File: src/rtl/program_loader.sv
// program_loader: UART (8N1) boot loader. Receives a length-prefixed,
// little-endian program image, assembles 32-bit words and writes them into
// program memory, then raises load_done to release the processor.
module program_loader #(
  parameter int CLKS_PER_BIT  = 434,
  parameter int ADDRESS_WIDTH = 10
) (
  input  logic                     clk,
  input  logic                     rst_n,
  input  logic                     serial_rx,
  output logic                     write_enabled,
  output logic [ADDRESS_WIDTH-1:0] write_address,
  output logic [31:0]              write_value,
  output logic                     load_done,
  output logic                     load_error
);

  // Bit timing: the start bit is re-sampled half a bit after the falling
  // edge, every later sample lands one full bit period further on.
  localparam logic [15:0] FULL_M1   = 16'(CLKS_PER_BIT - 1);
  localparam logic [15:0] HALF_M1   = 16'(CLKS_PER_BIT / 2 - 1);
  localparam logic [16:0] MAX_WORDS = 17'(2 ** ADDRESS_WIDTH);

  typedef enum logic [1:0] {
    RX_IDLE,
    RX_START,
    RX_DATA,
    RX_STOP
  } rx_state_e;

  typedef enum logic [2:0] {
    LD_COUNT_LO,
    LD_COUNT_HI,
    LD_PAYLOAD,
    LD_DONE,
    LD_ERROR
  } ld_state_e;

  // Reset synchronizer outputs
  logic                   rst_meta_q;
  logic                   rst_sync_n_q;

  // Line synchronizer and edge history
  logic                   rx_meta_q;
  logic                   rx_sync_q;
  logic                   rx_prev_q;

  // Receiver state
  rx_state_e              rx_state_q;
  logic [15:0]            clk_cnt_q;
  logic [2:0]             bit_cnt_q;
  logic [7:0]             shift_q;
  logic                   byte_valid_q;
  logic                   frame_err_q;

  // Loader state
  ld_state_e              ld_state_q;
  logic [15:0]            count_q;
  logic [ADDRESS_WIDTH:0] word_cnt_q;
  logic [1:0]             byte_idx_q;
  logic [23:0]            asm_q;

  // Word count as it will be once the high header byte is latched.
  logic [15:0]            count_full;
  // True when the word just strobed is the last one of the image.
  logic                   last_word;

  assign count_full = {shift_q, count_q[7:0]};
  assign last_word  = ((17'(word_cnt_q) + 17'd1) == {1'b0, count_q});

  // Reset asserts asynchronously everywhere but is released on a clock edge.
  always_ff @(posedge clk or negedge rst_n) begin
    if (!rst_n) begin
      rst_meta_q   <= 1'b0;
      rst_sync_n_q <= 1'b0;
    end else begin
      rst_meta_q   <= 1'b1;
      rst_sync_n_q <= rst_meta_q;
    end
  end

  // Two-flop synchronizer on the asynchronous line plus one flop of history
  // for falling-edge detection; all reset to the idle (high) level.
  always_ff @(posedge clk or negedge rst_sync_n_q) begin
    if (!rst_sync_n_q) begin
      rx_meta_q <= 1'b1;
      rx_sync_q <= 1'b1;
      rx_prev_q <= 1'b1;
    end else begin
      rx_meta_q <= serial_rx;
      rx_sync_q <= rx_meta_q;
      rx_prev_q <= rx_sync_q;
    end
  end

  // UART receive FSM: start-bit qualification, 8 LSB-first data bits, stop
  // check; emits a one-cycle byte_valid or frame_err pulse per frame.
  always_ff @(posedge clk or negedge rst_sync_n_q) begin
    if (!rst_sync_n_q) begin
      rx_state_q   <= RX_IDLE;
      clk_cnt_q    <= '0;
      bit_cnt_q    <= '0;
      shift_q      <= '0;
      byte_valid_q <= 1'b0;
      frame_err_q  <= 1'b0;
    end else begin
      byte_valid_q <= 1'b0;
      frame_err_q  <= 1'b0;
      unique case (rx_state_q)
        RX_IDLE: begin
          clk_cnt_q <= '0;
          bit_cnt_q <= '0;
          if (rx_prev_q && !rx_sync_q) begin
            rx_state_q <= RX_START;
          end
        end
        RX_START: begin
          if (clk_cnt_q == HALF_M1) begin
            clk_cnt_q <= '0;
            // A line that is high again at mid start bit was only a glitch.
            rx_state_q <= rx_sync_q ? RX_IDLE : RX_DATA;
          end else begin
            clk_cnt_q <= clk_cnt_q + 16'd1;
          end
        end
        RX_DATA: begin
          if (clk_cnt_q == FULL_M1) begin
            clk_cnt_q <= '0;
            shift_q   <= {rx_sync_q, shift_q[7:1]};
            bit_cnt_q <= bit_cnt_q + 3'd1;
            if (bit_cnt_q == 3'd7) begin
              rx_state_q <= RX_STOP;
            end
          end else begin
            clk_cnt_q <= clk_cnt_q + 16'd1;
          end
        end
        RX_STOP: begin
          if (clk_cnt_q == FULL_M1) begin
            clk_cnt_q  <= '0;
            rx_state_q <= RX_IDLE;
            if (rx_sync_q) begin
              byte_valid_q <= 1'b1;
            end else begin
              frame_err_q <= 1'b1;
            end
          end else begin
            clk_cnt_q <= clk_cnt_q + 16'd1;
          end
        end
        default: rx_state_q <= RX_IDLE;
      endcase
    end
  end

  // Loader FSM: parses the 16-bit word count, packs payload bytes into words,
  // strobes each finished word into memory and tracks completion/errors.
  // shift_q is stable during the byte_valid cycle, so it is the byte itself.
  always_ff @(posedge clk or negedge rst_sync_n_q) begin
    if (!rst_sync_n_q) begin
      ld_state_q    <= LD_COUNT_LO;
      count_q       <= '0;
      word_cnt_q    <= '0;
      byte_idx_q    <= '0;
      asm_q         <= '0;
      write_enabled <= 1'b0;
      write_address <= '0;
      write_value   <= '0;
      load_done     <= 1'b0;
      load_error    <= 1'b0;
    end else begin
      write_enabled <= 1'b0;
      if (frame_err_q && (ld_state_q != LD_DONE)) begin
        // Once the image is complete, line noise can no longer spoil it.
        ld_state_q <= LD_ERROR;
        load_error <= 1'b1;
      end else begin
        unique case (ld_state_q)
          LD_COUNT_LO: begin
            if (byte_valid_q) begin
              count_q[7:0] <= shift_q;
              ld_state_q   <= LD_COUNT_HI;
            end
          end
          LD_COUNT_HI: begin
            if (byte_valid_q) begin
              count_q[15:8] <= shift_q;
              if (count_full == 16'd0) begin
                ld_state_q <= LD_DONE;
                load_done  <= 1'b1;
              end else if ({1'b0, count_full} > MAX_WORDS) begin
                ld_state_q <= LD_ERROR;
                load_error <= 1'b1;
              end else begin
                ld_state_q <= LD_PAYLOAD;
              end
            end
          end
          LD_PAYLOAD: begin
            if (write_enabled) begin
              // Count the word in the cycle after its strobe; completion is
              // therefore visible one cycle after the final write.
              word_cnt_q <= word_cnt_q + 1'b1;
              if (last_word) begin
                ld_state_q <= LD_DONE;
                load_done  <= 1'b1;
              end
            end else if (byte_valid_q) begin
              byte_idx_q <= byte_idx_q + 2'd1;
              if (byte_idx_q == 2'd3) begin
                write_enabled <= 1'b1;
                write_address <= word_cnt_q[ADDRESS_WIDTH-1:0];
                write_value   <= {shift_q, asm_q};
              end else begin
                asm_q[8*byte_idx_q +: 8] <= shift_q;
              end
            end
          end
          LD_DONE: begin
            ld_state_q <= LD_DONE;
          end
          LD_ERROR: begin
            ld_state_q <= LD_ERROR;
          end
          default: ld_state_q <= LD_ERROR;
        endcase
      end
    end
  end

endmodule

File: config.mk
export PLATFORM = sky130hd
export DESIGN_NAME = program_loader
export DESIGN_NICKNAME = d
export VERILOG_FILES = /design/src/rtl/program_loader.sv
export SDC_FILE = /design/constraint.sdc
export NUM_CORES = 1
export LEC_CHECK = 0
export ABC_AREA = 1
export BUFFER_PORTS_ARGS = -buffer_cell sky130_fd_sc_hd__buf_4
export CAP_MARGIN = 40
export CORE_UTILIZATION = 48
export CTS_BUF_LIST = sky130_fd_sc_hd__clkbuf_4 sky130_fd_sc_hd__clkbuf_8 sky130_fd_sc_hd__clkbuf_16
export CTS_CLUSTER_SIZE = 40
export DETAILED_ROUTE_END_ITERATION = 6
export MAX_ROUTING_LAYER = met4
export PLACE_DENSITY = 0.69
export SYNTH_ARGS = -nofsm -noshare
export SYNTH_HDL_FRONTEND = slang
export SYNTH_SLANG_ARGS = --single-unit
File: constraint.sdc
create_clock -name clk -period 4 [get_ports clk]
set_input_delay 0.2 -clock clk [delete_from_list [all_inputs] [get_ports clk]]
set_output_delay 0.2 -clock clk [all_outputs]
set_load 0.005 [all_outputs]
==> results of run 1 <==
[metal layers]
metal	routed length, um	track usage (%)
met2	6470	34.5
met1	6040	27.2
met5	0	-
met4	366	11.2
met3	419	4.48
[placed cells by master (no fill, tap or decap), drive strengths merged]
master and instances:
a211oi 1, a21oi 9, a22o 2, a31o 1, a31oi 2, buf 52, bufinv 2, clkbuf 23
clkinv 4, clkinvlp 2, conb 1, dfrtp 134, dfstp 3, dlygate4sd3 2, ha 11, inv 106
nand2 177, nand3 62, nand3b 2, nand4 7, nor2 62, nor3 10, nor4 5, o21a 1
o21ai 110, o21bai 1, or2 1, xnor2 2, xor2 3
[flip-flops by register name, indices dropped and copies added (netlist names), 2 cells and up, named ones only]
signal,flops
write_value,32
asm_q,24
clk_cnt_q,16
count_q,16
word_cnt_q,11
write_address,10
shift_q,8
bit_cnt_q,3
ld_state_q,3
byte_idx_q,2
[through the flow]
step / power (mW) / std cells / area (um2)
6_report: 3.18 / 970 / 7450
5_1_grt: 3.30 / 970 / 7450
4_1_cts: 3.21 / 970 / 7450
3_5_place_dp: 1.67 / 938 / 6850
3_3_place_gp: 1.65 / 937 / 6820
2_1_floorplan: 1.61 / 732 / 6370
[worst paths after layout]
check | slack [ps] | startpoint | endpoint
max | 1680 | ld_state_q[1]$_DFFE_PN0P_ | write_address[3]$_DFFE_PN0P_
min | 100 | rst_n | rst_meta_q$_DFF_PN0_
max reg2reg | 1680 | ld_state_q[1]$_DFFE_PN0P_ | write_address[3]$_DFFE_PN0P_
min reg2reg | 230 | rst_sync_n_q$_DFF_PN0_ | asm_q[7]$_DFFE_PN0P_
max in group asynchronous | 2710 | rst_sync_n_q$_DFF_PN0_ | word_cnt_q[10]$_DFFE_PN0P_
min in group clk | 350 | rst_meta_q$_DFF_PN0_ | rst_sync_n_q$_DFF_PN0_
[cells in the mapped netlist]
| master | n |
|---|---|
| sky130_fd_sc_hd__dfrtp_1 | 134 |
| sky130_fd_sc_hd__nand3_1 | 62 |
| sky130_fd_sc_hd__clkbuf_1 | 7 |
| sky130_fd_sc_hd__xor2_1 | 3 |
| sky130_fd_sc_hd__nor3_1 | 8 |
| sky130_fd_sc_hd__o21a_1 | 1 |
| sky130_fd_sc_hd__or2_2 | 1 |
| sky130_fd_sc_hd__xnor2_1 | 2 |
| sky130_fd_sc_hd__nand4_1 | 7 |
| sky130_fd_sc_hd__nor3_2 | 1 |
| sky130_fd_sc_hd__inv_1 | 100 |
| sky130_fd_sc_hd__nand3b_1 | 2 |
| sky130_fd_sc_hd__nor3_4 | 1 |
| sky130_fd_sc_hd__a31o_2 | 1 |
| sky130_fd_sc_hd__o21ai_2 | 32 |
| sky130_fd_sc_hd__nand2_1 | 176 |
| sky130_fd_sc_hd__clkinv_1 | 1 |
| sky130_fd_sc_hd__a211oi_1 | 1 |
| sky130_fd_sc_hd__a21oi_1 | 9 |
| sky130_fd_sc_hd__nor2_4 | 6 |
| sky130_fd_sc_hd__ha_1 | 11 |
| sky130_fd_sc_hd__nand2_2 | 1 |
| sky130_fd_sc_hd__o21ai_1 | 9 |
| sky130_fd_sc_hd__nor2_2 | 3 |
| sky130_fd_sc_hd__buf_6 | 11 |
| sky130_fd_sc_hd__inv_2 | 6 |
| sky130_fd_sc_hd__dfstp_2 | 3 |
| sky130_fd_sc_hd__o21bai_1 | 1 |
| sky130_fd_sc_hd__nor2_1 | 53 |
| sky130_fd_sc_hd__conb_1 | 1 |
| sky130_fd_sc_hd__a22o_1 | 2 |
| sky130_fd_sc_hd__nor4_1 | 5 |
| sky130_fd_sc_hd__o21ai_0 | 69 |
| sky130_fd_sc_hd__a31oi_1 | 2 |
[final cells by class]
type	instances	area, um2
clock buffer	23	489
clock inverter	7	93.8
fill	1091	5320
inverter	107	402
multi-input combinational	470	2390
sequential	137	3440
tap	172	215
timing repair buffer	54	430
[power by group through the flow]
| stage | Combinational (mW) | Clock, mW | Sequential [mW] |
|---|---|---|---|
| floorplan | 0.138 | 0 | 1.47 |
| global placement | 0.179 | 0 | 1.47 |
| detailed placement | 0.203 | 0 | 1.46 |
| CTS | 0.205 | 1.56 | 1.44 |
| global route | 0.238 | 1.61 | 1.44 |
| finish | 0.201 | 1.54 | 1.44 |
[repair_timing]
action	4_1_cts	5_1_grt
hold endpoints to repair	3	0
hold buffers	2	0
gates resized for setup	0	0
[cell families after synthesis]
kind of cell               count (synthesis)
AOI/OAI and AO/OA                        127
xor gates and xnor gates                   5
adders and majority gates                 11
buffers and inverters                    125
DFF                                      137
other                                      1
and+or+nand+nor                          326
==> results.txt, run 1 <==
----------------------------------------------------
[Timing]
  Crit path setup slack, layout ... between 1500 and 2000 ps
  Final worst-path cycle share ... roughly 58%
  Tmin final ... between 2000 and 2500 ps
  Total Neg Setup Slack ... 0 ps
  Highest achievable clock rate ... about 430 MHz
  Fin. max-slew vios ... 0
  Worst Tran Pin Value ... 685 ps
  Hold slack ... roughly 100 ps
  Clk_skew ... 6.34 ps
  Number of hold-slack violations in the final timing report ... 0
  Relative slew slack ... between 50% and 60%
  Number of endpoints failing setup at the final stage ... 0
  Unrepaired setup endpoints after global routing ... no

[Synth]
  Cells taking the most area after synthesis ... sky130_fd_sc_hd__dfrtp_1, sky130_fd_sc_hd__nand2_1, sky130_fd_sc_hd__inv_1, sky130_fd_sc_hd__o21ai_0, sky130_fd_sc_hd__nand3_1
  Main combinational cell family by area after synthesis ... simple AND/OR/NAND/NOR gates
  Post-Syn Instances ... 732
  Yosys Warn Count ... 0
  Adder-Cell Fraction of Synth Area ... under 10%
  Number of different library cells in the post-synthesis netlist ... 34
  Net count after synthesis ... between 700 and 800
  Xor/xnor share of the synthesized area ... 0.687%
  Share of the yosys chip area belonging to registers ... between 50% and 60%
  Basic-gate share of the synthesized area counting and, or, nand and nor cells ... between 20 and 25%
  Top cell type by total area after synthesis ... sky130_fd_sc_hd__dfrtp_1
  Compound-cell area share of the yosys netlist ... 12.2%
  Post-synth design cell area ... 6370 um2
  Multiplexer area fraction after synthesis ... 0%
  Mean instance size in the synthesized netlist ... 8.70 um2
  Share of the synthesized area in the top cell type ... about 53%
  Flip-flop and latch count after synthesis ... 137

[Worst setup path]
  Crit-path leading delay family ... buffers and inverters
  Delay of the slowest cell on the worst path ... roughly 440 ps
  Required time reported for the critical path endpoint ... approximately 4300 ps
  Cell with the largest stage delay on the worst path ... sky130_fd_sc_hd__buf_4
  Combined buffer and inverter count along the critical path ... 4
  WP depth ... 10
  Type of element launching the critical path ... flop
  Cell breakdown of the critical path ... inv_2 -> nor2_2 -> a21oi_1 -> nor3_4 -> inv_2 -> nor2_4 -> inv_2 -> buf_4 -> nand2_1 -> o21ai_1
  Arrival time of data at the critical path endpoint ... roughly 2700 ps
  Length in cells of the worst reg-to-reg path ... 10
  Worst-path maximum fanout ... 35
  Crit path top cell by count ... sky130_fd_sc_hd__inv_2
  Type of element capturing the critical path ... flop
  Critical path class ... flop to flop

[Placement]
  Input/output buffers ... between 40 and 50
  Setup WS pre-CTS ... between 1500 and 2000 ps
  Post-detailed-placement half-perimeter wirelength ... around 9.6 mm
  Routability cong. ... 0.886

[Global routing]
  Via count of the first global-routing pass ... 4,724
  Initial antenna violation count ... 0
  Wire length of the first global-routing pass ... 22.2 mm
  GR Util All Layers ... 22.0%
  Remaining global-route overflow ... 0
  Pin count of the biggest net entering global routing ... 56

[Power]
  Proportion of power drawn by flip-flops and latches ... between 40% and 50%
  Ratio of total power to cell area ... roughly 430 nW/um2
  Static power due to leakage ... 3.49 nW
  Portion of total power attributed to the clock network ... ~48%
  Net switching power ... around 0.73 mW
  Internal power summed over all cells ... between 2 and 2.5 mW
  Switching part of the total power ... roughly 23%
  Combinational Power Share ... 6.3%
  IR drop worst, VDD ... ~370 uV

[Routing]
  Number of vias per cell after detailed routing ... 5.05
  Number of vias after detailed routing ... ~5k
  DRC viols ... 0
  Sum of routed wire length over all layers ... around 13 mm
  First-pass iteration count of the detailed router ... 5
  Routed wirelength normalized by instance count ... 13.7 um
  Post-detailed-route count of antenna-violating nets ... 0
  Initial DRC count ... around 320

[Clock tree]
  Clock tree from TritonCTS ... done
  Number of H-tree branching levels ... 4
  Clock transition at the registers of the reported paths ... about 60 ps
  Root Buffer ... sky130_fd_sc_hd__clkbuf_16
  TritonCTS sink count ... between 100 and 150
  Setup bufs post-CTS ... 0
  Maximum clock path buffer count ... 2
  Clock latency on the worst-skew pair ... slightly above 400 ps
  CTS buffer count ... 17

[Floorplanning]
  Initial cell density of the core ... between 40% and 50%
  DIE WIDTH ... roughly 120 um
  I/O pin count ... 48
  Row Count ... 41
  Floorplan die area ... ~14,000 um2
  Die Span Y ... 117 um
  Core area ... roughly 13,000 um2

[Run status]
  Outcome ... complete, no violations

[Final layout]
  Layout overhead on the synthesized area ... 17.0%
  Fraction of final layout cells with drive strength greater than 1 ... 17.3%
  Final net count ... approximately 800
  Final design utilization ... around 58%
  Antenna Cells ... 0

[Min path]
  Worst hold-check path type ... primary input to async pin

[Flow run]
  Max capacitance violation total ... 0

----------------------------------------------------
No activity file was read; power rests on OpenSTA's default activity.
==> run 2: changes to the inputs <==
==> constraint.sdc (replaced) <==
create_clock -name clk -period 1.98 [get_ports clk]
set_input_delay 0.099 -clock clk [delete_from_list [all_inputs] [get_ports clk]]
set_output_delay 0.099 -clock clk [all_outputs]
set_load 0.005 [all_outputs]
==> results.txt, run 2 (same netlist as run 1, synthesis figures left out) <==
----------------------------------------------------
[Routing]
  Post-detailed-route count of antenna-violating nets ... 0 (unchanged)
  Initial DRC count ... 348 (+9.8%)
  Routed wirelength normalized by instance count ... 15.4 um (+13%)
  Number of vias per cell after detailed routing ... 5.19 (+2.7%)
  Sum of routed wire length over all layers ... 15.8 mm (+18%)
  Number of vias after detailed routing ... 5,290 (+8.0%)
  DRC viols ... 0 (unchanged)
  First-pass iteration count of the detailed router ... 5 (unchanged)

[Worst setup path]
  Critical path class ... flop to flop
  Reg-to-reg critical path endpoint ... asm_q[22]$_DFFE_PN0P_
  Cell with the largest stage delay on the worst path ... sky130_fd_sc_hd__dfrtp_1
  Worst-path maximum fanout ... 6 (-83%)
  Crit-path leading delay family ... simple AND/OR/NAND/NOR gates
  Length in cells of the worst reg-to-reg path ... 13 (+3)
  Type of element capturing the critical path ... flop
  Cell breakdown of the critical path ... inv_2 -> nor2_4 -> inv_2 -> nor2_4 -> inv_2 -> nor2_4 -> inv_2 -> nor3_4 -> nand2_4 -> nor2_4 -> buf_6 -> nand3_2 -> o21ai_1
  Worst reg2reg setup slack ... -20 ps (-1700 ps)
  Combined buffer and inverter count along the critical path ... 5 (+1)
  Required time reported for the critical path endpoint ... 2320 ps (-2020 ps)
  Arrival time of data at the critical path endpoint ... 2340 ps (-320 ps)
  Delay of the slowest cell on the worst path ... 400 ps (-40 ps)
  Type of element launching the critical path ... flop
  Startpoint of the lowest-slack register-to-register path ... ld_state_q[1]$_DFFE_PN0P_

[Global routing]
  Initial antenna violation count ... 0 (unchanged)
  Remaining global-route overflow ... 0 (unchanged)
  GR Util All Layers ... 23.4% (+1.4 points)
  Pin count of the biggest net entering global routing ... 73 (+30%)
  Wire length of the first global-routing pass ... 23.5 mm (+5.8%)
  Via count of the first global-routing pass ... 4,979 (+5.4%)

[Final layout]
  Largest register FFs ... 32 (unchanged)
  Registers with the most flip-flops ... write_value (32), asm_q (24)
  Layout overhead on the synthesized area ... 30.0%
  Most used cells in the layout excluding fill and tap cells ... sky130_fd_sc_hd__nand2_1, sky130_fd_sc_hd__dfrtp_1, sky130_fd_sc_hd__inv_1
  Final Cell Area ... 8280 um2 (+11%)
  Antenna Cells ... 0 (unchanged)
  Commonest non-fill, non-tap cell in the layout ... sky130_fd_sc_hd__nand2_1
  Register with the most flip-flops ... write_value
  Final net count ... 849 (+6.0%)
  Fraction of final layout cells with drive strength greater than 1 ... 27.2% (+9.9 points)

[Timing]
  Unrepaired setup endpoints after global routing ... yes
  Final worst-path cycle share ... 101% (+43 points)
  Number of endpoints failing setup at the final stage ... 4 (+4)
  Crit path setup slack, layout ... -18.4 ps (-1700 ps)
  Relative slew slack ... 66.8% (+13 points)
  Worst Tran Pin Value ... 494 ps (-191 ps)
  Number of hold-slack violations in the final timing report ... 0 (unchanged)
  Fin. max-slew vios ... 0 (unchanged)
  Clk_skew ... 7.99 ps (+1.65 ps)
  Tmin final ... 2000 ps (-323 ps)
  Highest achievable clock rate ... 500 MHz (+16%)
  Hold slack ... 219 ps (+120 ps)

[Placement]
  Post-detailed-placement half-perimeter wirelength ... 9.90 mm (+3.3%)
  Routability cong. ... 0.946 (+6.8%)
  Input/output buffers ... 47 (unchanged)
  Post-place instance area ... 7030 um2 (+2.7%)

[Clock tree]
  Clock tree from TritonCTS ... done
  TritonCTS sink count ... 137 (unchanged)
  Clock latency on the worst-skew pair ... 420 ps (about the same)
  CTS buffer count ... 17 (unchanged)
  Maximum clock path buffer count ... 2 (unchanged)
  Number of H-tree branching levels ... 4 (unchanged)
  Clock transition at the registers of the reported paths ... 60 ps (about the same)
  Root Buffer ... sky130_fd_sc_hd__clkbuf_16

[Power]
  IR drop worst, VDD ... 552 uV (+50%)
  Static power due to leakage ... 3.87 nW (+11%)
  Power Total ... 7.24 mW (+130%)
  Ratio of total power to cell area ... 874 nW/um2 (+100%)

[Min path]
  Worst hold-check path type ... flop to async pin

[Floorplanning]
  Die Span Y ... 117 um (unchanged)
  Row Count ... 41 (unchanged)
  Initial cell density of the core ... 49.9% (unchanged)
  I/O pin count ... 48 (unchanged)
  DIE WIDTH ... 117 um (unchanged)
  Floorplan die area ... 13,700 um2 (unchanged)
  Core area ... 12,800 um2 (unchanged)

[Flow run]
  Max capacitance violation total ... 0 (unchanged)

[Run status]
  Outcome ... finished with violations
  Failing checks ... setup timing

----------------------------------------------------
==> run 2: cell types whose count changed in the layout (fill, tap and decap cells not counted), sizes merged <==
cell         previous run  this run
clkinv                  4         3
clkbuf                 23        24
buf                    52        96
dlygate4sd3             2         3
bufinv                  2         7
==> run 2: metal layers <==
layer / wire length (um) / vias up / track usage [%]
met5: 0 / - / -
met4: 273 / 0 / 9.03
met3: 733 / 26 / 5.72
met2: 7960 / 146 / 37.3
met1: 6790 / 2565 / 28.9
li1: - / 2553 / -
==> run 2: per-stage QoR <==
step	TNS (ps)	util, %	std cells	setup slack (ps)
floorplan	0	-	732	170
global placement	-25.1	55.1	960	-17.1
detailed placement	-117	55.1	960	-39.1
CTS	-2.40	61.6	1002	-2.40
global route	-4430	64.8	1020	-142
finish	-54.7	64.8	1020	-18.4
==> run 2: where the power goes <==
group	leakage (nW)	total (mW)	switching (mW)	internal (mW)
combinational	1.64	0.520	0.328	0.192
sequential	1.89	2.92	0.0651	2.86
clock	0.346	3.79	1.17	2.62
total	3.87	7.24	1.57	5.67
==> run 2: timing repair <==
item                       4_1_cts  5_1_grt
hold endpoints to repair         3        0
setup endpoints to repair       11       93
gates resized for setup          2       79
gates cloned                     0        5
pin swaps                        3        9
hold buffers                     3        0
buffers inserted                 7       13
==> run 2: worst max path at each step <==
stage	startpoint	to	slack, ps	cells past startpoint
CTS	ld_state_q[1]$_DFFE_PN0P_	asm_q[6]$_DFFE_PN0P_	-2	13
global route	word_cnt_q[4]$_DFFE_PN0P_	ld_state_q[1]$_DFFE_PN0P_	-140	15
finish	ld_state_q[1]$_DFFE_PN0P_	asm_q[22]$_DFFE_PN0P_	-20	13
floorplan	clk_cnt_q[0]$_DFF_PN0_	clk_cnt_q[14]$_DFF_PN0_	170	12
detailed placement	word_cnt_q[1]$_DFFE_PN0P_	ld_state_q[1]$_DFFE_PN0P_	-40	15
global placement	word_cnt_q[1]$_DFFE_PN0P_	ld_state_q[1]$_DFFE_PN0P_	-20	15
==> run 2: area by class of cell <==
class	count	area, um2
clock buffer	21	480
clock inverter	11	239
fill	988	4490
inverter	107	404
multi-input combinational	470	2570
sequential	137	3440
tap	172	215
timing repair buffer	102	930
==> run 3: changes to the inputs <==
--- a/config.mk
+++ b/config.mk
@@ -12,6 +12,7 @@
 export CTS_BUF_LIST = sky130_fd_sc_hd__clkbuf_4 sky130_fd_sc_hd__clkbuf_8 sky130_fd_sc_hd__clkbuf_16
 export CTS_CLUSTER_SIZE = 40
 export DETAILED_ROUTE_END_ITERATION = 6
+export GPL_TIMING_DRIVEN = 0
 export MAX_ROUTING_LAYER = met4
 export PLACE_DENSITY = 0.69
 export SYNTH_ARGS = -nofsm -noshare
==> results.txt, run 3 (same netlist as run 1, synthesis figures left out) <==
----------------------------------------------------
[Power]
  Net switching power ... 1.63 mW (+4.0%)
  Combinational Power Share ... 6.6% (-0.6 points)
  Switching part of the total power ... 23.1% (+1.5 points)
  Proportion of power drawn by flip-flops and latches ... 41.3% (+0.9 points)
  Internal power summed over all cells ... 5.42 mW (-4.5%)
  Ratio of total power to cell area ... 829 nW/um2 (-5.1%)
  IR drop worst, VDD ... 923 uV (+67%)
  Static power due to leakage ... 3.92 nW (+1.1%)
  Portion of total power attributed to the clock network ... 52.1% (-0.3 points)

[Routing]
  Number of vias after detailed routing ... 5,316 (+0.49%)
  Post-detailed-route count of antenna-violating nets ... 0 (unchanged)
  Number of vias per cell after detailed routing ... 5.21 (+0.49%)
  Initial DRC count ... 253 (-27%)
  DRC viols ... 0 (unchanged)
  Routed wirelength normalized by instance count ... 15.8 um (+2.6%)
  First-pass iteration count of the detailed router ... 5 (unchanged)
  Sum of routed wire length over all layers ... 16.2 mm (+2.6%)

[Global routing]
  Via count of the first global-routing pass ... 5,057 (+1.6%)
  Pin count of the biggest net entering global routing ... 67 (-8.2%)
  GR Util All Layers ... 24.2% (+0.80 points)
  Remaining global-route overflow ... 0 (unchanged)
  Initial antenna violation count ... 0 (unchanged)
  Wire length of the first global-routing pass ... 24.2 mm (+3.0%)

[Timing]
  Final worst-path cycle share ... 98.7% (-2.3 points)
  Tmin final ... 1950 ps (-45.0 ps)
  Clk_skew ... 14.6 ps (+6.59 ps)
  Fin. max-slew vios ... 0 (unchanged)
  Relative slew slack ... 62.0% (-4.7 points)
  Number of hold-slack violations in the final timing report ... 0 (unchanged)
  Worst Tran Pin Value ... 567 ps (+72.9 ps)
  Unrepaired setup endpoints after global routing ... yes
  Highest achievable clock rate ... 512 MHz (+2.3%)
  Number of endpoints failing setup at the final stage ... 0 (-4)

[Floorplanning]
  I/O pin count ... 48 (unchanged)
  Core area ... 12,800 um2 (unchanged)
  Floorplan die area ... 13,700 um2 (unchanged)
  Initial cell density of the core ... 49.9% (unchanged)
  Row Count ... 41 (unchanged)
  DIE WIDTH ... 117 um (unchanged)
  Die Span Y ... 117 um (unchanged)

[Worst setup path]
  Type of element launching the critical path ... flop
  Arrival time of data at the critical path endpoint ... 2310 ps (-30 ps)
  Startpoint of the lowest-slack register-to-register path ... ld_state_q[1]$_DFFE_PN0P_
  Required time reported for the critical path endpoint ... 2340 ps (+20 ps)
  Type of element capturing the critical path ... flop
  Critical path class ... flop to flop
  Length in cells of the worst reg-to-reg path ... 14 (+1)
  Endpoint of the most critical setup path ... asm_q[6]$_DFFE_PN0P_
  Reg-to-reg critical path endpoint ... asm_q[6]$_DFFE_PN0P_
  Startpoint of the most critical setup path ... ld_state_q[1]$_DFFE_PN0P_
  Worst-path maximum fanout ... 7 (+1)
  Worst reg2reg setup slack ... 30 ps (+40 ps)

[Final layout]
  Final Cell Area ... 8500 um2 (+2.6%)
  Antenna Cells ... 0 (unchanged)
  Largest register FFs ... 32 (unchanged)
  Layout overhead on the synthesized area ... 33.4%
  Commonest non-fill, non-tap cell in the layout ... sky130_fd_sc_hd__nand2_1
  Number of standard cells in the final layout excluding fillers ... 1,020 (unchanged)
  Register with the most flip-flops ... write_value
  Most used cells in the layout excluding fill and tap cells ... sky130_fd_sc_hd__nand2_1, sky130_fd_sc_hd__dfrtp_1, sky130_fd_sc_hd__inv_1
  Fraction of final layout cells with drive strength greater than 1 ... 31.4% (+4.1 points)
  Registers with the most flip-flops ... write_value (32), asm_q (24)
  Final net count ... 849 (unchanged)

[Placement]
  Post-detailed-placement half-perimeter wirelength ... 10.1 mm (+2.5%)
  Cells after DPL ... 953 (-0.73%)
  Post-place instance area ... 7000 um2 (-0.50%)
  Input/output buffers ... 47 (unchanged)
  Routability cong. ... 0.872 (-7.9%)

[Min path]
  Worst hold-check path type ... flop to async pin

[Clock tree]
  Root Buffer ... sky130_fd_sc_hd__clkbuf_16
  TritonCTS sink count ... 137 (unchanged)
  Clock tree from TritonCTS ... done
  Clock latency on the worst-skew pair ... 430 ps (about the same)
  Clock transition at the registers of the reported paths ... 60 ps (about the same)
  Maximum clock path buffer count ... 2 (unchanged)
  Number of H-tree branching levels ... 4 (unchanged)
  CTS buffer count ... 17 (unchanged)

[Run status]
  Outcome ... complete, no violations

[Flow run]
  Max capacitance violation total ... 0 (unchanged)

----------------------------------------------------
[run 3: cell count changes in the layout (fill, tap and decap cells not counted), sizes merged]
cell	delta
bufinv	-1
inv	+5
clkinvlp	-1
nor2	+1
clkinv	-1
buf	-9
clkbuf	+6
[run 3: how the worst min path moves through the flow]
stage,endpoint,depth (start not counted),start
floorplan,rst_meta_q$_DFF_PN0_,0,rst_n
global placement,rst_meta_q$_DFF_PN0_,1,rst_n
detailed placement,rst_meta_q$_DFF_PN0_,1,rst_n
CTS,write_value[7]$_DFFE_PN0P_,0,rst_sync_n_q$_DFF_PN0_
global route,write_value[7]$_DFFE_PN0P_,0,rst_sync_n_q$_DFF_PN0_
finish,write_value[7]$_DFFE_PN0P_,0,rst_sync_n_q$_DFF_PN0_
[run 3: worst max-delay path, cell delays in order, from the launching register on]
cell,delay [ps]
sky130_fd_sc_hd__dfrtp_1,380
sky130_fd_sc_hd__inv_2,60
sky130_fd_sc_hd__nor2_4,120
sky130_fd_sc_hd__inv_2,60
sky130_fd_sc_hd__nor2_4,100
sky130_fd_sc_hd__inv_2,60
sky130_fd_sc_hd__nor2_4,90
sky130_fd_sc_hd__inv_2,50
sky130_fd_sc_hd__nor3_4,150
sky130_fd_sc_hd__buf_6,150
sky130_fd_sc_hd__nand2_8,70
sky130_fd_sc_hd__nor2_4,260
sky130_fd_sc_hd__buf_6,180
sky130_fd_sc_hd__nand3_2,60
sky130_fd_sc_hd__o21ai_1,80
[run 3: through the flow]
stage | power [mW] | worst slack (ps) | hold slack (ps) | util [%] | TNS [ps]
global placement | 3.34 | -83.0 | -119 | 54.4 | -1300
global route | 7.31 | -117 | 268 | 66.5 | -2770
detailed placement | 3.38 | -142 | -117 | 54.8 | -2950
floorplan | 3.25 | 170 | -197 | - | 0
finish | 7.05 | 26.6 | 243 | 66.5 | 0
CTS | 7.07 | 1.26 | 254 | 60.9 | 0
[run 3: per-layer routing]
| layer | track usage, % | share of wire, % | up-vias |
|---|---|---|---|
| met4 | 8.44 | 1.4 | 0 |
| met1 | 30.1 | 45 | 2619 |
| met3 | 6.39 | 3.2 | 20 |
| met2 | 38.4 | 50 | 113 |
| li1 | - | - | 2564 |
| met5 | - | 0 | - |
[run 3: power by group through the flow]
stage	clock (mW)	sequential [mW]	combinational, mW
after floorplan	0	2.98	0.278
after global placement	0	3.00	0.342
after detailed placement	0	2.96	0.420
after CTS	3.72	2.91	0.435
after global routing	3.86	2.92	0.531
final	3.67	2.91	0.463
[run 3: cell type report]
| cell class | count | area (um2) |
|---|---|---|
| multi-input cells | 471 | 2750 |
| well taps | 172 | 215 |
| clock buffers | 19 | 440 |
| plain buffers | 18 | 195 |
| flip-flops and latches | 137 | 3440 |
| clock inverters | 13 | 239 |
| fillers | 992 | 4280 |
| inverters | 107 | 404 |
| repair buffers | 83 | 811 |
[run 3: timing repair]
action	CTS	global route
pin swaps	3	13
gates cloned	0	10
gates resized for setup	15	133
endpoints found under the setup margin	77	101
endpoints found under the hold margin	3	0
setup buffers	4	18
hold buffers	3	0
